$ cat src/rtl/brick_memory.sv
// Brick-state store for the collision stage: combinational probe lookup, health
// write-back, bricks-remaining count and a draw-request port to the VGA drawer.
module brick_memory #(
    parameter int BRICKX      = 40,
    parameter int BRICKY      = 20,
    parameter int COLS        = 8,
    parameter int ROWS        = 6,
    parameter int BRICK_ROWS  = 4,
    parameter int INIT_HEALTH = 3,
    parameter int CNT_W       = 6
) (
    input  logic             clk,
    input  logic             resetn,
    input  logic [9:0]       memx,
    input  logic [9:0]       memy,
    output logic [9:0]       brickx,
    output logic [9:0]       bricky,
    output logic [1:0]       health,
    input  logic             game_write,
    input  logic [1:0]       game_health,
    output logic             busy,
    output logic             draw_valid,
    input  logic             draw_ready,
    output logic [9:0]       draw_x,
    output logic [9:0]       draw_y,
    output logic [2:0]       draw_colour,
    output logic [CNT_W-1:0] bricks_left,
    output logic             level_clear,
    output logic             draw_overflow,
    output logic [1:0]       dbg_state
);

    localparam int CELLS = ROWS * COLS;
    localparam int IDX_W = $clog2(CELLS);
    localparam int LAST  = BRICK_ROWS * COLS - 1;

    // Draw handshake: a request transfers on a clock edge where draw_valid and
    // draw_ready are both 1; once raised, draw_valid and the payload hold until then.
    typedef enum logic [1:0] {
        S_INIT_WR   = 2'd0,
        S_INIT_DRAW = 2'd1,
        S_RUN       = 2'd2
    } state_t;

    state_t             r_state;
    state_t             w_next_state;
    logic [IDX_W-1:0]   r_idx;
    logic [1:0]         r_cells [0:CELLS-1];
    logic [CNT_W-1:0]   r_bricks_left;
    logic               r_draw_overflow;
    logic [22:0]        r_fifo [0:1];
    logic               r_rd_ptr;
    logic               r_wr_ptr;
    logic [1:0]         r_fifo_cnt;

    logic [9:0]         w_col;
    logic [9:0]         w_row;
    logic               w_in_grid;
    logic [IDX_W-1:0]   w_cell_idx;
    logic [1:0]         w_cell_h;
    logic               w_wr_hit;
    logic               w_pop;
    logic               w_push_ok;
    logic [9:0]         w_init_x;
    logic [9:0]         w_init_y;
    logic [22:0]        w_head;

    function automatic logic [2:0] colour_of(input logic [1:0] h);
        case (h)
            2'd0:    colour_of = 3'b000;
            2'd1:    colour_of = 3'b110;
            2'd2:    colour_of = 3'b011;
            default: colour_of = 3'b101;
        endcase
    endfunction

    assign w_col      = memx / 10'(BRICKX);
    assign w_row      = memy / 10'(BRICKY);
    assign w_in_grid  = (w_col < 10'(COLS)) && (w_row < 10'(ROWS));
    assign w_cell_idx = IDX_W'(w_row) * IDX_W'(COLS) + IDX_W'(w_col);
    assign w_cell_h   = w_in_grid ? r_cells[w_cell_idx] : 2'd0;

    assign brickx = w_col * 10'(BRICKX);
    assign bricky = w_row * 10'(BRICKY);
    assign busy   = (r_state != S_RUN);
    assign health = busy ? 2'd0 : w_cell_h;

    // Writes to empty cells are dropped so the count can never underflow.
    assign w_wr_hit  = (r_state == S_RUN) && game_write && (w_cell_h != 2'd0);
    assign w_pop     = (r_state == S_RUN) && (r_fifo_cnt != 2'd0) && draw_ready;
    assign w_push_ok = w_wr_hit && ((r_fifo_cnt != 2'd2) || w_pop);

    assign w_init_x = 10'(r_idx % IDX_W'(COLS)) * 10'(BRICKX);
    assign w_init_y = 10'(r_idx / IDX_W'(COLS)) * 10'(BRICKY);
    assign w_head   = r_fifo[r_rd_ptr];

    assign draw_valid    = (r_state == S_INIT_DRAW) || ((r_state == S_RUN) && (r_fifo_cnt != 2'd0));
    assign draw_x        = (r_state == S_RUN) ? w_head[22:13] : w_init_x;
    assign draw_y        = (r_state == S_RUN) ? w_head[12:3]  : w_init_y;
    assign draw_colour   = (r_state == S_RUN) ? w_head[2:0]   : colour_of(2'(INIT_HEALTH));
    assign bricks_left   = r_bricks_left;
    assign level_clear   = (r_bricks_left == '0) && !busy;
    assign draw_overflow = r_draw_overflow;
    assign dbg_state     = r_state;

    always_comb begin
        w_next_state = r_state;
        case (r_state)
            S_INIT_WR:   w_next_state = S_INIT_DRAW;
            S_INIT_DRAW: if (draw_ready) w_next_state = (r_idx == IDX_W'(LAST)) ? S_RUN : S_INIT_WR;
            S_RUN:       w_next_state = S_RUN;
            default:     w_next_state = S_INIT_WR;
        endcase
    end

    always_ff @(posedge clk or negedge resetn) begin
        if (!resetn) begin
            r_state <= S_INIT_WR;
            r_idx   <= '0;
        end else begin
            r_state <= w_next_state;
            if (r_state == S_INIT_DRAW && draw_ready && r_idx != IDX_W'(LAST))
                r_idx <= r_idx + IDX_W'(1);
        end
    end

    always_ff @(posedge clk or negedge resetn) begin
        if (!resetn) begin
            for (int i = 0; i < CELLS; i++) r_cells[i] <= 2'd0;
            r_bricks_left <= '0;
        end else if (r_state == S_INIT_WR) begin
            r_cells[r_idx] <= 2'(INIT_HEALTH);
            r_bricks_left  <= r_bricks_left + CNT_W'(1);
        end else if (w_wr_hit) begin
            r_cells[w_cell_idx] <= game_health;
            if (game_health == 2'd0) r_bricks_left <= r_bricks_left - CNT_W'(1);
        end
    end

    // Two-entry repaint queue; a push into a full queue succeeds if the head leaves this cycle.
    always_ff @(posedge clk or negedge resetn) begin
        if (!resetn) begin
            r_fifo[0]       <= '0;
            r_fifo[1]       <= '0;
            r_rd_ptr        <= 1'b0;
            r_wr_ptr        <= 1'b0;
            r_fifo_cnt      <= 2'd0;
            r_draw_overflow <= 1'b0;
        end else begin
            if (w_push_ok) begin
                r_fifo[r_wr_ptr] <= {brickx, bricky, colour_of(game_health)};
                r_wr_ptr         <= ~r_wr_ptr;
            end
            if (w_pop) r_rd_ptr <= ~r_rd_ptr;
            if (w_push_ok && !w_pop)      r_fifo_cnt <= r_fifo_cnt + 2'd1;
            else if (!w_push_ok && w_pop) r_fifo_cnt <= r_fifo_cnt - 2'd1;
            if (w_wr_hit && !w_push_ok) r_draw_overflow <= 1'b1;
        end
    end

endmodule

$ cat config.mk
export PLATFORM = sky130hd
export DESIGN_NAME = brick_memory
export DESIGN_NICKNAME = d
export VERILOG_FILES = /design/src/rtl/brick_memory.sv
export SDC_FILE = /design/constraint.sdc
export NUM_CORES = 1
export LEC_CHECK = 0
export ABC_CLOCK_PERIOD_IN_PS = 18700
export CAP_MARGIN = 10
export CORE_UTILIZATION = 45
export CTS_BUF_LIST = sky130_fd_sc_hd__clkbuf_8
export DETAILED_ROUTE_END_ITERATION = 8
export PLACE_DENSITY = 0.63
export SETUP_SLACK_MARGIN = 0.3
export SYNTH_ARGS = -nofsm -noshare
export SYNTH_HDL_FRONTEND = slang
export SYNTH_SLANG_ARGS = --single-unit
export TNS_END_PERCENT = 50
$ cat constraint.sdc
create_clock -name clk -period 18.7 [get_ports clk]
set_input_delay 4.675 -clock clk [delete_from_list [all_inputs] [get_ports clk]]
set_output_delay 4.675 -clock clk [all_outputs]
set_load 0.03 [all_outputs]
Yosys cells after proc, flatten, opt, wreduce, memory -nomap -nowiden. Cells that the tools add are included. Widths: inputs -> output; s select.

Bits in registers: 161. Logic and storage cells: 154.

Add/sub/neg operators: 6. Multipliers: 4. Div/mod/pow operators: 2. $lt $le $gt $ge: 9. Equal/unequal tests: 9. Muxes and demuxes: 31. Bitwise logic cells: 7. Reductions and logical operators: 29.

Operator list (number): $mux 96 (2); $bwmux 96 (1); $or 96x96->96 (1); $mux 23 (4); $bwmux 46 (1); $demux 2 s6 (2); $demux 23 s1 (1); $mux 10 (2); $mux 2 (10); $mux 6 (3); $logic_and 1x1->1 (15); $ge 7x7->1 const B (2); $lt 7x1->1 const B (2); $not 6->7 (2); $add 6x1->6 const B (2); $bmux 2 s6 (1); $mul 3x3->6 const B (2); $div 10x5->10 const B (1); $div 10x6->10 const B (1); $lt 10x3->1 const B (1); $lt 10x4->1 const B (1); $mul 10x3->7 const B (1); $mul 10x3->8 const B (1); $reduce_bool 2->1 (5); 21 further kinds (33).

Logic depth before layout (Yosys ltp). Gate-level depths: netlist (run 1).

Depth after elaboration: 14. Gate-level depth with buffers: 32.

Least setup slack after synthesis (run 1). Ideal clock, no wire load.

Path type: input-to-output. Start point: input port memy[6]. End point: output port health[1]. Arrival: 8.966 ns. Required time: 14.025 ns. Setup slack: 5.059 ns. Cell stages on the path: 19. Buffers on the path: 3. Path through: buf_2 nor2b_1 xnor2_1 o221ai_1 maj3_1 nor2_1 a31oi_1 a21oi_1 or2_2 ha_1 inv_1 fa_1 clkbuf_1 nand2_1 buf_1 a2111oi_0 o22ai_1 a31o_2 nor2_1.

Longest elaborated chain between the ends: 8.

Ends and longest elaborated chain: start, declared (RTL line 15) `input logic [9:0] memy,`; $div 10x5->10 * (RTL line 78) `assign w_row = memy / 10'(BRICKY);`; $add 6x6->6 (RTL line 80) `assign w_cell_idx = IDX_W'(w_row) * IDX_W'(COLS) + IDX_W'(w_col);`; $not 6->7 (implied by the code) (RTL line 81) `assign w_cell_h = w_in_grid ? r_cells[w_cell_idx] : 2'd0;`; $bmux 2 s6 (RTL line 81); $mux 2 (implied by the code) (2 in series) (RTL line 81); $mux 2 * (RTL line 81); $mux 2 * (RTL line 86) `assign health = busy ? 2'd0 : w_cell_h;`; end, declared (RTL line 18) `output logic [1:0] health,`.

Mark *: on every way between the ends. The rest lies on a longest branch, timed or not. The select of a mux whose other input is x is not followed.

Final worst setup path (run 1). Ends and elaborated chain as after synthesis.

==> results of run 1 <==
## critical path, stage by stage
cell and delay (ns):
clkdlybuf4s50_1 0.65, nor2b_1 0.39, a22oi_1 0.15, o221ai_1 0.54, maj3_1 0.31, nor2_1 0.04
a31oi_1 0.15, a21oi_1 0.08, or2_2 0.35, ha_1 0.20, inv_1 0.06, fa_1 0.56
nand2_1 0.71, nor2_1 0.08, inv_1 0.11, a311oi_1 0.05, a21oi_1 0.24, nor4_1 0.08
a211oi_1 0.29, nand4_1 0.18, a31o_2 0.32, nor2_1 0.13, clkdlybuf4s50_1 0.74
## area by class of cell
class	instances	area [um2]
fillers	2022	10600
clock inverters	15	159
flip-flops and latches	151	3780
inverters	25	96.3
clock buffers	17	234
multi-input cells	776	5820
repair buffers	87	822
well taps	280	350
## synth_stat cells (13+ instances only)
master    instances
nor2_1           71
o22ai_1          17
o21ai_0          24
dfrtp_1         151
ha_1             31
buf_2            16
nand2b_1         13
xnor2_1          16
nor3_1           19
nor2b_1          14
a21oi_1         130
nand3_1          40
buf_4            14
nand2_1          32
mux2_2           33
inv_1            22
clkbuf_1         51
mux2i_1         118
## cell families (layout without fill, tap and decap cells)
family / after synthesis / after routing / share of synthesized area (%)
and+or+nand+nor: 271 / 271 / 15.9
AOI/OAI and AO/OA: 267 / 267 / 16.7
muxes: 165 / 165 / 17.4
DFF: 151 / 151 / 37.7
buffers and inverters: 112 / 144 / 5.09
adders and majority gates: 37 / 37 / 4.87
xor gates and xnor gates: 26 / 26 / 2.27
other: 1 / 10 / 0.0374
## worst max-delay path by stage
stage | slack (ns) | depth (start not counted) | end
after floorplan | 5.06 | 19 | health[1]
after global placement | 3.09 | 25 | health[1]
after detailed placement | 3.04 | 25 | health[1]
after CTS | 3.03 | 25 | health[1]
after global routing | 2.58 | 25 | health[1]
final | 2.94 | 23 | health[1]
## registers in the layout, summed over array words and instances (netlist names)
register / flops
r_fifo: 36
r_fifo_cnt: 2
dbg_state: 2
r_cells: 96
bricks_left: 6
r_rd_ptr: 1
r_idx: 6
r_wr_ptr: 1
draw_overflow: 1
## routing by layer
metal | GRT usage, % | share of wire (%)
met5 | 0 | 0
met4 | 7.50 | 1.8
met3 | 4.43 | 6.1
met2 | 41.4 | 46
met1 | 37.5 | 46
## power by group through the flow
stage	registers (mW)	clock network [mW]	logic, mW
after floorplan	0.373	0	0.274
after global placement	0.379	0	0.427
after detailed placement	0.380	0	0.431
after CTS	0.373	0.261	0.432
after global routing	0.378	0.275	0.466
final	0.374	0.257	0.436
## placed cells by master (no fill, tap or decap), types with 10 or more instances in the layout
| cell type | n |
|---|---|
| xnor2_1 | 15 |
| nand2b_1 | 13 |
| a211oi_1 | 11 |
| o21ai_0 | 24 |
| a21oi_1 | 130 |
| nor3_1 | 19 |
| dfrtp_1 | 151 |
| clkdlybuf4s50_1 | 66 |
| nand3_1 | 40 |
| o22ai_1 | 17 |
| mux2i_1 | 118 |
| a31oi_1 | 10 |
| mux2_4 | 10 |
| inv_1 | 22 |
| mux2_2 | 33 |
| xor2_1 | 10 |
| ha_1 | 31 |
| nor2b_1 | 13 |
| conb_1 | 10 |
| buf_4 | 20 |
| nand2_1 | 32 |
| clkbuf_8 | 17 |
| nor2_1 | 69 |
==> run summary, run 1 <==
status -> complete, no violations
Final setup viols -> 0
Buffers on Ports -> 67
Sw Pwr -> 0.463 mW
Final Skew -> 0.0218 ns
first-pass GRT wire length -> 45700 um
WL/cell -> 21.5 um
worst skew pair latency -> 0.47 ns
combinational share of power -> 40.8%
Ant. Diodes -> 0
GRT Total Usage -> 26.5%
non-filler cells in the finished layout -> 1351
Hold WS -> 0.474 ns
WHS Endpoint -> draw_overflow$_DFFE_PN0P_
clock share of power -> 24.1%
final worst slack -> 2.94 ns
design area -> 11300 um2
setup bufs post-CTS -> 0
RSZ-0062 raised after global routing -> no
Detail Route Antenna Nets -> 0
Synth Instances -> 1030
Starting Density -> 45.9%
initial drt markers -> 685
DR vias/cell -> 6.13
H-tree depth -> 4
worst hold stages -> 1
P_int -> 0.604 mW
largest area contributor in the netlist -> dfrtp_1
GP Congestion -> 0.888
sequential share of the synthesized area -> 37.7%
cts bufs inserted -> 17
CTS tree -> done
crit path DAT -> 11.08 ns
WL final -> 29100 um
RR Endpoint -> r_fifo_cnt[1]$_DFFE_PN0P_
R2R Setup Slk -> 15.22 ns
DIE AREA -> 22900 um2
Pwr Density -> 94.8 nW/um2
placed cell area -> 10900 um2
Tcrit/Tclk final -> 84.3%
FP Rows -> 54
Post-Place Cells -> 1319
vias in the first global route -> 8041
initial antenna violation count -> 0
# DRC -> 0
top cell type's share of synthesized area -> 37.7%
Hold Violations, Final -> 0
sequential power share -> 35.1%
asr flop ratio synth -> 100%
die width -> 151 um
Max-slew headroom -> 22.8%
I/O pin cnt -> 83
Slew Limit Fails -> 0
WP data required -> 14.03 ns
Net Sw Frac -> 43.4%
synthesis-to-finish area growth -> 12.3%
clock sinks -> 151
deepest clock path buffer count -> 2
Ys Warns -> 0
Final Total Pwr -> 1.07 mW
Post-DP HPWL -> 19300 um
Static Leak -> 4.80 nW
vias -> 8286
Setup Slack @ Placement -> 3.04 ns
slew at the pin closest to its max-slew limit -> 1.15 ns
max_cap viols -> 0
Crit. Startpoint -> memy[6]
Netlist cell types -> 86
type of the worst setup path -> primary input to output pin
root buffer cell -> clkbuf_8
Reg clk slew, reported paths -> 0.09 ns
Setup TNS -> 0 ns
hold path start -> draw_overflow$_DFFE_PN0P_
layout cells sized above 1 -> 13.3%
fin nets -> 1119
Overflow after GRT -> 0
Critical Path Start Type -> primary input
worst ir drop on vdd -> 0.0527 mV
Synth Cell Area -> 10000 um2
post-cts sizing count -> 0
ys flop type -> dfrtp_1
worst hold path class -> register to register
number of synthesized flops with an enable pin -> 0
FF+latch count, synth -> 151
Core Util, Final -> 51.6%
top cells by area, synth -> dfrtp_1 38%, mux2i_1 12%, a21oi_1 6.5%
fmax -> 0.0635 GHz
minimum clock period -> 15.76 ns
Reg2Reg Depth -> 8
1st-pass router iterations -> 5
Critical Path Fanout Max -> 12
syn_area_per_cell -> 9.73 um2
Die Y-Extent -> 151 um
CP Capture Type -> output pin
origin of the critical flop-to-flop path -> dbg_state[1]$_DFFE_PN0P_
core area -> 21800 um2
largest net degree at the start of global routing -> 100
CTS Hold Bufs -> 0
(Power assumes the default switching activity.)
==> inputs of run 2 (changes only) <==
Settings changed: ABC_CLOCK_PERIOD_IN_PS 18700 to 13200, PLACE_DENSITY 0.63 to 0.66.
Clock period 18.7 ns to 13.2 ns, I/O delays scaled along.
==> run 2 against run 1 <==
Count of clock-buffer cells in the layout is 1 higher. First-iteration DRC count increased by 35%. Clock power grew 35%. Global-route usage is 0.60 points lower. Total power up 40%. Sequential share of layout area about the same. Combinational power up 41%. Sequential cell count unchanged. Largest cell class unchanged.
==> run summary, run 2 (same netlist as run 1, synthesis figures left out) <==
Reg2Reg Depth -> 8 (unchanged)
synthesis-to-finish area growth -> 12.3% (about the same)
layout cells sized above 1 -> 13.3% (about the same)
CP max-delay cell -> clkdlybuf4s50_1 (unchanged)
Slew Limit Fails -> 0 (unchanged)
slew at the pin closest to its max-slew limit -> 1.26 ns (was 1.15 ns)
WL final -> 28300 um (was 29100 um)
Post-Place Cells -> 1320 (was 1319)
fin nets -> 1121 (was 1119)
deepest clock path buffer count -> 2 (unchanged)
Critical Path Fanout Max -> 16 (was 12)
GP Congestion -> 0.856 (was 0.888)
status -> complete, no violations (unchanged)
RSZ-0062 raised after global routing -> no (unchanged)
Setup TNS -> 0 ns (unchanged)
Ant. Diodes -> 0 (unchanged)
FP Rows -> 54 (unchanged)
GRT Total Usage -> 25.9% (was 26.5%)
Crit. Startpoint -> memy[9] (was memy[6])
1st-pass router iterations -> 5 (unchanged)
Starting Density -> 45.9% (unchanged)
Core Util, Final -> 51.6% (about the same)
worst hold path class -> register to register (unchanged)
die width -> 151 um (unchanged)
crit path DAT -> 9.11 ns (was 11.08 ns)
Hold Violations, Final -> 0 (unchanged)
Final setup viols -> 0 (unchanged)
Die Y-Extent -> 151 um (unchanged)
CP delay by family, top -> simple AND/OR/NAND/NOR gates (unchanged)
I/O pin cnt -> 83 (unchanged)
setup bufs post-CTS -> 0 (unchanged)
largest net degree at the start of global routing -> 93 (was 100)
Worst Setup EP -> health[1] (unchanged)
worst hold stages -> 1 (unchanged)
most frequent CP cell -> nor2_1 (unchanged)
CTS tree -> done (unchanged)
# DRC -> 0 (unchanged)
Overflow after GRT -> 0 (unchanged)
vias in the first global route -> 7965 (was 8041)
worst ir drop on vdd -> 0.0719 mV (was 0.0527 mV)
Pwr Density -> 132 nW/um2 (was 94.8 nW/um2)
Detail Route Antenna Nets -> 0 (unchanged)
CP max stage delay -> 0.72 ns (was 0.74 ns)
max_cap viols -> 0 (unchanged)
first-pass GRT wire length -> 44900 um (was 45700 um)
DIE AREA -> 22900 um2 (unchanged)
worst skew pair latency -> 0.47 ns (about the same)
Static Leak -> 4.80 nW (about the same)
H-tree depth -> 4 (unchanged)
fmax -> 0.0806 GHz
initial antenna violation count -> 0 (unchanged)
minimum clock period -> 12.41 ns
CP Capture Type -> output pin (unchanged)
DR vias/cell -> 6.11 (was 6.13)
cts bufs inserted -> 17 (unchanged)
root buffer cell -> clkbuf_8 (unchanged)
initial drt markers -> 925 (was 685)
CP Buf/Inv Count -> 5 (was 4)
Buffers on Ports -> 67 (unchanged)
Final Skew -> 0.0164 ns (was 0.0218 ns)
RR Endpoint -> r_fifo_cnt[1]$_DFFE_PN0P_ (unchanged)
core area -> 21800 um2 (unchanged)
WP data required -> 9.90 ns (was 14.03 ns)
max FFs per register -> 96 (unchanged)
Reg clk slew, reported paths -> 0.08 ns (was 0.09 ns)
Post-DP HPWL -> 18900 um (was 19300 um)
post-cts sizing count -> 0 (unchanged)
most common cell after layout, fill and taps aside -> dfrtp_1 (unchanged)
clock sinks -> 151 (unchanged)
largest register by flop count -> r_cells (unchanged)
Levels on crit path -> 25 (was 23)
non-filler cells in the finished layout -> 1353 (was 1351)
vias -> 8268 (was 8286)
type of the worst setup path -> primary input to output pin (unchanged)
Top Registers -> r_cells x96, r_fifo x36 (unchanged)
R2R Setup Slk -> 9.72 ns (was 15.22 ns)
Critical Path Start Type -> primary input (unchanged)
CTS Hold Bufs -> 0 (unchanged)
Max-slew headroom -> 15.5% (was 22.8%)
Tcrit/Tclk final -> 94.0%
WL/cell -> 20.9 um (was 21.5 um)
origin of the critical flop-to-flop path -> dbg_state[1]$_DFFE_PN0P_ (unchanged)
most frequent cells in the layout -> 151 x dfrtp_1, 130 x a21oi_1, 118 x mux2i_1, 69 x nor2_1, 66 x clkdlybuf4s50_1 (unchanged)
-- run 2: worst reg2reg max path, delay by kind of cell (launching register included) --
kind,cells,cell delay (ns)
and+or+nand+nor,4,1.84
xor gates and xnor gates,2,0.28
adders and majority gates,1,0.20
DFF,1,0.46
AOI/OAI and AO/OA,1,0.58
-- run 2: routing by layer --
| metal | part of all wire (%) | GRT usage (%) |
|---|---|---|
| met4 | 1.9 | 7.90 |
| met1 | 44 | 36.0 |
| met2 | 46 | 40.5 |
| met3 | 7.5 | 5.00 |
| met5 | 0 | 0 |
-- run 2: layout make-up --
type	count	area [um2]
clock buffer	18	248
timing repair buffer	89	841
tap	280	350
inverter	25	96.3
fill	2011	10600
multi-input combinational	776	5820
clock inverter	14	125
sequential	151	3780
-- run 2: worst min-delay path by stage --
stage / from / to / slack (ns)
2_1_floorplan: r_fifo_cnt[1]$_DFFE_PN0P_ / r_fifo_cnt[1]$_DFFE_PN0P_ / 0.45
3_3_place_gp: draw_overflow$_DFFE_PN0P_ / draw_overflow$_DFFE_PN0P_ / 0.45
3_5_place_dp: draw_overflow$_DFFE_PN0P_ / draw_overflow$_DFFE_PN0P_ / 0.46
4_1_cts: draw_overflow$_DFFE_PN0P_ / draw_overflow$_DFFE_PN0P_ / 0.48
5_1_grt: draw_overflow$_DFFE_PN0P_ / draw_overflow$_DFFE_PN0P_ / 0.49
6_report: draw_overflow$_DFFE_PN0P_ / draw_overflow$_DFFE_PN0P_ / 0.47
-- run 2: through the flow --
stage	hold WS, ns	power [mW]	instance area, um2	setup WS (ns)
after detailed placement	0.460	1.14	10900	0.867
after global placement	0.454	1.14	10900	0.901
after CTS	0.481	1.49	11200	0.832
after global routing	0.491	1.56	11300	0.439
final	0.473	1.49	11300	0.785
after floorplan	0.450	0.917	10100	2.31
-- run 2: where the power goes --
group	switching, mW	internal, mW
Combinational	0.397	0.217
Clock	0.191	0.154
Sequential	0.0470	0.482
==> inputs of run 3 (changes only) <==
Settings changed: CORE_MARGIN set to 1.
==> results of run 3 <==
Same layout as run 2: the final DEF is identical, and so are final timing and power.
